$ cat src/rtl/rggen_register_initiator_pkg.sv
// rggen_register_initiator_pkg
// Shared definitions for the register-bus initiator.
// Contents:
//   state_e         initiator FSM states (IDLE / BUSY / RESPONSE)
//   STATUS_*        host response status codes
//   counter_width   width of the BUSY-cycle timeout counter (never below 1)
package rggen_register_initiator_pkg;

  typedef enum logic [1:0] {
    IDLE     = 2'd0,
    BUSY     = 2'd1,
    RESPONSE = 2'd2
  } state_e;

  localparam logic [1:0] STATUS_OKAY    = 2'b00;
  localparam logic [1:0] STATUS_SLVERR  = 2'b10;
  localparam logic [1:0] STATUS_TIMEOUT = 2'b11;

  // The counter only has to reach cycles-1. A disabled timeout (0) or a
  // one-cycle timeout still gets a 1-bit counter, so the vector is never empty.
  function automatic int counter_width(input int cycles);
    return (cycles > 2) ? $clog2(cycles) : 1;
  endfunction

endpackage

$ cat src/rtl/rggen_register_initiator_mux.sv
// rggen_register_initiator_mux
// One-hot OR multiplexer. It collects a field from whichever register
// responders are selected.
// Ports:
//   select  in  ENTRIES        one bit per entry
//   data    in  WIDTH*ENTRIES  entry n at [WIDTH*n+:WIDTH]
//   result  out WIDTH          OR of all selected entries
module rggen_register_initiator_mux #(
  parameter int WIDTH   = 32,
  parameter int ENTRIES = 1
) (
  input  logic [ENTRIES-1:0]       select,
  input  logic [WIDTH*ENTRIES-1:0] data,
  output logic [WIDTH-1:0]         result
);

  // Several selected entries produce the OR of their data. That case is a
  // system error upstream, so the result is not resolved here.
  always_comb begin
    result = '0;
    for (int i = 0; i < ENTRIES; i++) begin
      if (select[i]) begin
        result = result | data[WIDTH*i+:WIDTH];
      end
    end
  end

endmodule

$ cat src/rtl/rggen_register_initiator.sv
// rggen_register_initiator
// Host-side initiator for the register request/response bus. It accepts one
// host request, holds it on the register bus until a responder finishes,
// and returns status and read data. Only one transaction is outstanding.
// The initiator flags requests that no register decodes, and an optional
// timeout releases it from a hung responder.
// Ports:
//   i_clk, i_rst_n             clock, asynchronous active-low reset
//   i_host_*  / o_host_*       host request (valid/ready) and response (valid/ready)
//   o_register_*               latched request driven to the register responders
//   i_register_*               per-responder active/ready/status/read data
module rggen_register_initiator
  import rggen_register_initiator_pkg::*;
#(
  parameter int   ADDRESS_WIDTH  = 8,
  parameter int   BUS_WIDTH      = 32,
  parameter int   REGISTERS      = 1,
  parameter logic ERROR_STATUS   = 1'b0,
  parameter int   TIMEOUT_CYCLES = 0
) (
  input  logic                           i_clk,
  input  logic                           i_rst_n,
  input  logic                           i_host_valid,
  output logic                           o_host_ready,
  input  logic [1:0]                     i_host_access,
  input  logic [ADDRESS_WIDTH-1:0]       i_host_address,
  input  logic [BUS_WIDTH-1:0]           i_host_write_data,
  input  logic [BUS_WIDTH-1:0]           i_host_strobe,
  output logic                           o_host_resp_valid,
  input  logic                           i_host_resp_ready,
  output logic [1:0]                     o_host_status,
  output logic [BUS_WIDTH-1:0]           o_host_read_data,
  output logic                           o_register_valid,
  output logic [1:0]                     o_register_access,
  output logic [ADDRESS_WIDTH-1:0]       o_register_address,
  output logic [BUS_WIDTH-1:0]           o_register_write_data,
  output logic [BUS_WIDTH-1:0]           o_register_strobe,
  input  logic [REGISTERS-1:0]           i_register_active,
  input  logic [REGISTERS-1:0]           i_register_ready,
  input  logic [2*REGISTERS-1:0]         i_register_status,
  input  logic [BUS_WIDTH*REGISTERS-1:0] i_register_read_data
);

  localparam int COUNTER_WIDTH = counter_width(TIMEOUT_CYCLES);
  localparam logic [COUNTER_WIDTH-1:0] TIMEOUT_LAST =
    COUNTER_WIDTH'((TIMEOUT_CYCLES > 0) ? TIMEOUT_CYCLES - 1 : 0);
  localparam bit TIMEOUT_ENABLE = (TIMEOUT_CYCLES != 0);

  state_e                   state;
  logic [COUNTER_WIDTH-1:0] counter;
  logic                     active;
  logic                     done;
  logic [1:0]               mux_status;
  logic [BUS_WIDTH-1:0]     mux_read_data;
  logic                     exit_busy;
  logic [1:0]               exit_status;
  logic [BUS_WIDTH-1:0]     exit_data;

  assign active = |i_register_active;
  assign done   = |(i_register_active & i_register_ready);

  rggen_register_initiator_mux #(
    .WIDTH   (BUS_WIDTH),
    .ENTRIES (REGISTERS)
  ) u_read_data_mux (
    .select (i_register_active),
    .data   (i_register_read_data),
    .result (mux_read_data)
  );

  rggen_register_initiator_mux #(
    .WIDTH   (2),
    .ENTRIES (REGISTERS)
  ) u_status_mux (
    .select (i_register_active),
    .data   (i_register_status),
    .result (mux_status)
  );

  // Decide whether BUSY ends this cycle, and with which result.
  // Priority: no decode > responder done > timeout.
  // Read data reaches the host only for a successful read.
  always_comb begin
    exit_busy   = 1'b1;
    exit_status = STATUS_OKAY;
    exit_data   = '0;
    if (!active) begin
      exit_status = {ERROR_STATUS, 1'b0};
    end else if (done) begin
      exit_status = mux_status;
      if (!o_register_access[0] && (mux_status == STATUS_OKAY)) begin
        exit_data = mux_read_data;
      end
    end else if (TIMEOUT_ENABLE && (counter == TIMEOUT_LAST)) begin
      exit_status = STATUS_TIMEOUT;
    end else begin
      exit_busy = 1'b0;
    end
  end

  // FSM. All host and register-bus handshake outputs are registered here.
  // o_host_ready is 1 only in IDLE, so a response that is consumed in a
  // cycle can never overlap the acceptance of the next request.
  always_ff @(posedge i_clk or negedge i_rst_n) begin
    if (!i_rst_n) begin
      state                 <= IDLE;
      counter               <= '0;
      o_host_ready          <= 1'b1;
      o_host_resp_valid     <= 1'b0;
      o_host_status         <= STATUS_OKAY;
      o_host_read_data      <= '0;
      o_register_valid      <= 1'b0;
      o_register_access     <= '0;
      o_register_address    <= '0;
      o_register_write_data <= '0;
      o_register_strobe     <= '0;
    end else begin
      case (state)
        IDLE: begin
          if (i_host_valid) begin
            o_register_access     <= i_host_access;
            o_register_address    <= i_host_address;
            o_register_write_data <= i_host_write_data;
            o_register_strobe     <= i_host_strobe;
            o_host_ready          <= 1'b0;
            o_register_valid      <= 1'b1;
            state                 <= BUSY;
          end
        end
        BUSY: begin
          if (exit_busy) begin
            o_register_valid  <= 1'b0;
            o_host_resp_valid <= 1'b1;
            o_host_status     <= exit_status;
            o_host_read_data  <= exit_data;
            counter           <= '0;
            state             <= RESPONSE;
          end else begin
            counter <= counter + COUNTER_WIDTH'(1);
          end
        end
        RESPONSE: begin
          if (i_host_resp_ready) begin
            o_host_resp_valid <= 1'b0;
            o_host_status     <= STATUS_OKAY;
            o_host_read_data  <= '0;
            o_host_ready      <= 1'b1;
            state             <= IDLE;
          end
        end
        default: begin
          o_host_ready      <= 1'b1;
          o_host_resp_valid <= 1'b0;
          o_register_valid  <= 1'b0;
          counter           <= '0;
          state             <= IDLE;
        end
      endcase
    end
  end

endmodule

$ cat config.mk
export PLATFORM = sky130hd
export DESIGN_NAME = rggen_register_initiator
export DESIGN_NICKNAME = d
export VERILOG_FILES = /design/src/rtl/rggen_register_initiator_pkg.sv /design/src/rtl/rggen_register_initiator_mux.sv /design/src/rtl/rggen_register_initiator.sv
export SDC_FILE = /design/constraint.sdc
export NUM_CORES = 1
export LEC_CHECK = 0
export CORE_UTILIZATION = 42
export DETAILED_ROUTE_END_ITERATION = 10
export GPL_TIMING_DRIVEN = 0
export PLACE_DENSITY = 0.89
export SYNTH_ARGS = -nofsm -noshare
export SYNTH_HDL_FRONTEND = slang
export SYNTH_HIERARCHICAL = 1
export SYNTH_SLANG_ARGS = --single-unit
$ cat constraint.sdc
create_clock -name i_clk -period 1.6 [get_ports i_clk]
set_input_delay 0.16 -clock i_clk [delete_from_list [all_inputs] [get_ports i_clk]]
set_output_delay 0.16 -clock i_clk [all_outputs]
set_load 0.03 [all_outputs]
==> impl_metrics.csv <==
group,metric,value,unit
synth,synthArstFlopShare,100.0,%
placed_design,placed_cell_area,0.007569,mm²
critical_path,setup.worst_path.start,"i_register_status[0]",
power,seqPwrFrac,29.3,%
synth,ys_types,25,
critical_path,r2r-end,"o_host_read_data[15]",
power,share_comb_of_total_power,47.8,%
synth,ys_ff_latch,113,
final_layout,antenna_cells,0,
clocking,cts_buffer_depth,2,
floorplanning,die_h,112.4,µm
sta,grt_setup_unrepaired,"true",
critical_path,cp.required,1.94,ns
sta,fmax,625.7,MHz
drt,drtAntennaViolNets,0,
synth,synth_warnings,6,
synth,synth-edff-count,0,
synth,syn_inst,373,
critical_path,worst_setup_path_start_kind,"input port",
global_route,grt_pass1_wl,22170,µm
critical_path,cp_cell_sequence,"clkdlybuf4s50_1 > and2_1 > clkbuf_2 > or4b_1 > nor3_1 > mux2_2",
sta,fin_crit_sh,99.88,%
global_route,grtUsageTotal,23.03,%
placed_design,gp_congestion,0.8441,
synth,yosys-top-cells-count,"dfrtp_1 (112), mux2_2 (97), nor3_1 (33), and2_2 (32), or4b_1 (29)",
synth,ys.flop_type,"dfrtp_1",
synth,syn_area,0.005122,mm²
final_layout,syn2layout_area_growth,64.31,%
synth,yosys-top-cells-area,"dfrtp_1 (55%), mux2_2 (21%), or4b_1 (5.7%)",
floorplanning,core_area,0.01166,mm²
clocking,cts_root_buf,"clkbuf_16",
placed_design,port_buffers,224,
global_route,gr-total-overflow,0,
global_route,grt_max_degree,70,
power,swShare,37.78,%
final_layout,nFillCells,792,
global_route,antenna_found_initial,0,
drt,num_vias,4090,
sta,fin_skew,0.01008,ns
placed_design,dpl.cell_count,741,
synth,syn_nets,487,
power,power_density,1851,mW/mm²
drt,wl_per_cell,18.35,µm
power,peakVddDrop,0.9366,mV
power,p_int,9.695,mW
flow_run,maxCapViolCount,0,
critical_path,ff2ff_path_depth,6,
power,p_sw,5.887,mW
final_layout,fin_nets,745,
hold_path,holdCritPathClass,"in2async",
drt,avgViaCountPerCell,5.204,
sta,hold_violations,0,
power,p_clk_share,23.0,%
synth,syn_avg_cell_area,13.73,µm²
status,run_status,"finished, final reports clean",
floorplanning,dieWidth,112.4,µm
critical_path,slowest_delay,0.56,ns
global_route,grt_pass1_vias,4278,
sta,fin_tns_setup,0,ns
clocking,cts_num_sinks,113,
sta,maxSlewViolCount,0,
synth,yosysMostFrequentCell,"dfrtp_1",
critical_path,crit_path_max_fanout,10,
critical_path,rr_startpoint,"state[0]",
critical_path,reg2reg_slack,0.02,ns
power,finalPower,15.58,mW
synth,ys_seq_area_share,55.23,%
critical_path,worstSetupPathType,"in2reg",
final_layout,final_util,72.17,%
final_layout,drive_gt1_share,34.99,%
clocking,cts_tree,"done",
clocking,h-tree-depth,4,
power,p_leak,4.123,nW
drt,drt_iter0_drc,143,
critical_path,crit_buf_inv,2,
critical_path,end_kind,"flop",
clocking,clk_pin_slew_worst_paths,0.06,ns
critical_path,crit_path_end,"o_host_read_data[13]",
synth,yosysTopAreaCellShare,54.71,%
sta,min_period,1.598,ns
sta,relSlewSlack,59.11,%
synth,synth_top_cell_by_area,"dfrtp_1",
sta,setup_viol,0,
critical_path,worstPathArrival,1.94,ns
critical_path,crit_family,"simple AND/OR/NAND/NOR gates",
final_layout,final_cell_area,0.008417,mm²
drt,first_pass_iters,4,
floorplanning,die-area,0.01264,mm²
placed_design,dpl.hpwl,9978,µm
drt,totalWireLength,14430,µm
critical_path,critPathSlowestCell,"or4b_1",
critical_path,cp.depth,6,
final_layout,layoutNonFillerInstCount,786,
drt,drc,0,
clocking,insertion_delay,0.41,ns
floorplanning,start_util,43.92,%
floorplanning,rows,39,
clocking,numCtsBuffers,17,
sta,tightest_slew,0.6133,ns
floorplanning,io_pins,225,
==> sequential cells by signal, indices dropped and copies added (netlist names) <==
register	flops
o_register_access	2
o_register_strobe	32
o_register_address	8
o_register_valid	1
o_host_ready	1
o_host_status	2
o_host_resp_valid	1
state	2
o_host_read_data	32
o_register_write_data	32
==> kinds of logic after synthesis <==
logic type / share of synthesized area [%]
AOI/OAI and AO/OA: 1.295
buffers and inverters: 3.908
DFF: 55.23
muxes: 23.74
and+or+nand+nor: 15.83
==> layout make-up <==
class	instances	area (µm²)	area share, %
inverters	1	3.754	0.04460
plain buffers	29	211.5	2.512
well taps	143	178.9	2.126
flip-flops and latches	113	2833	33.66
clock buffers	25	485.5	5.768
repair buffers	240	2417	28.72
clock inverters	6	80.08	0.9514
multi-input cells	229	2207	26.22
==> through the flow <==
step,setup slack [ns],hold WS [ns]
2_1_floorplan,0.09363,-0.1356
3_3_place_gp,-3.780,0.4684
3_5_place_dp,-0.6183,0.2065
4_1_cts,-0.003563,0.3194
5_1_grt,-0.07093,0.3617
6_report,0.001884,0.3167
==> cells in the final DEF, fill, tap and decap left out, drive strengths merged <==
cell,count
and2,34
nor2,3
dlygate4sd3,1
nor3,33
o2bb2ai,1
dfrtp,112
bufinv,2
buf,33
clkbuf,38
o22ai,1
nand2b,3
or4b,32
dlygate4sd2,68
o21ai,2
clkdlybuf4s50,115
nand2,4
a21oi,3
mux2,108
clkinv,4
a21boi,1
nor3b,2
inv,1
nor2b,2
dlymetal6s2s,39
dfstp,1
==> routing by layer <==
metal  up-vias  GRT usage [%]  share of wire, %
li1       1862              -                 -
met1      2030          25.28                38
met2       161          40.70                53
met3        37          6.371               5.9
met4         0          12.09               3.2
met5         -              0                 0
==> worst min path at each step <==
stage / startpoint / endpoint / cells after the start / slack [ns]
2_1_floorplan: i_rst_n / o_host_read_data[0] / 0 / -0.14
3_3_place_gp: o_host_read_data[22] / o_host_read_data[22] / 1 / 0.47
3_5_place_dp: i_rst_n / o_host_read_data[16] / 1 / 0.21
4_1_cts: i_rst_n / o_host_read_data[17] / 2 / 0.32
5_1_grt: i_host_write_data[11] / o_register_write_data[11] / 2 / 0.36
6_report: i_rst_n / o_host_read_data[19] / 2 / 0.32
==> power groups by stage <==
stage / combinational, mW / clock, mW / sequential [mW]
final: 7.44 / 3.58 / 4.56
after global routing: 7.78 / 3.80 / 4.71
after CTS: 7.40 / 3.65 / 4.60
after detailed placement: 7.43 / 0 / 4.65
after global placement: 7.26 / 0 / 4.56
after floorplan: 2.17 / 0 / 6.75
==> what timing repair did <==
action	4_1_cts	5_1_grt
resized for setup	84	87
pin swaps	1	0
gates cloned	3	0
hold buffers	1	0
hold endpoints to repair	44	0
setup buffers	8	4
setup endpoints to repair	162	126
Power figures use the tool's default switching activity.
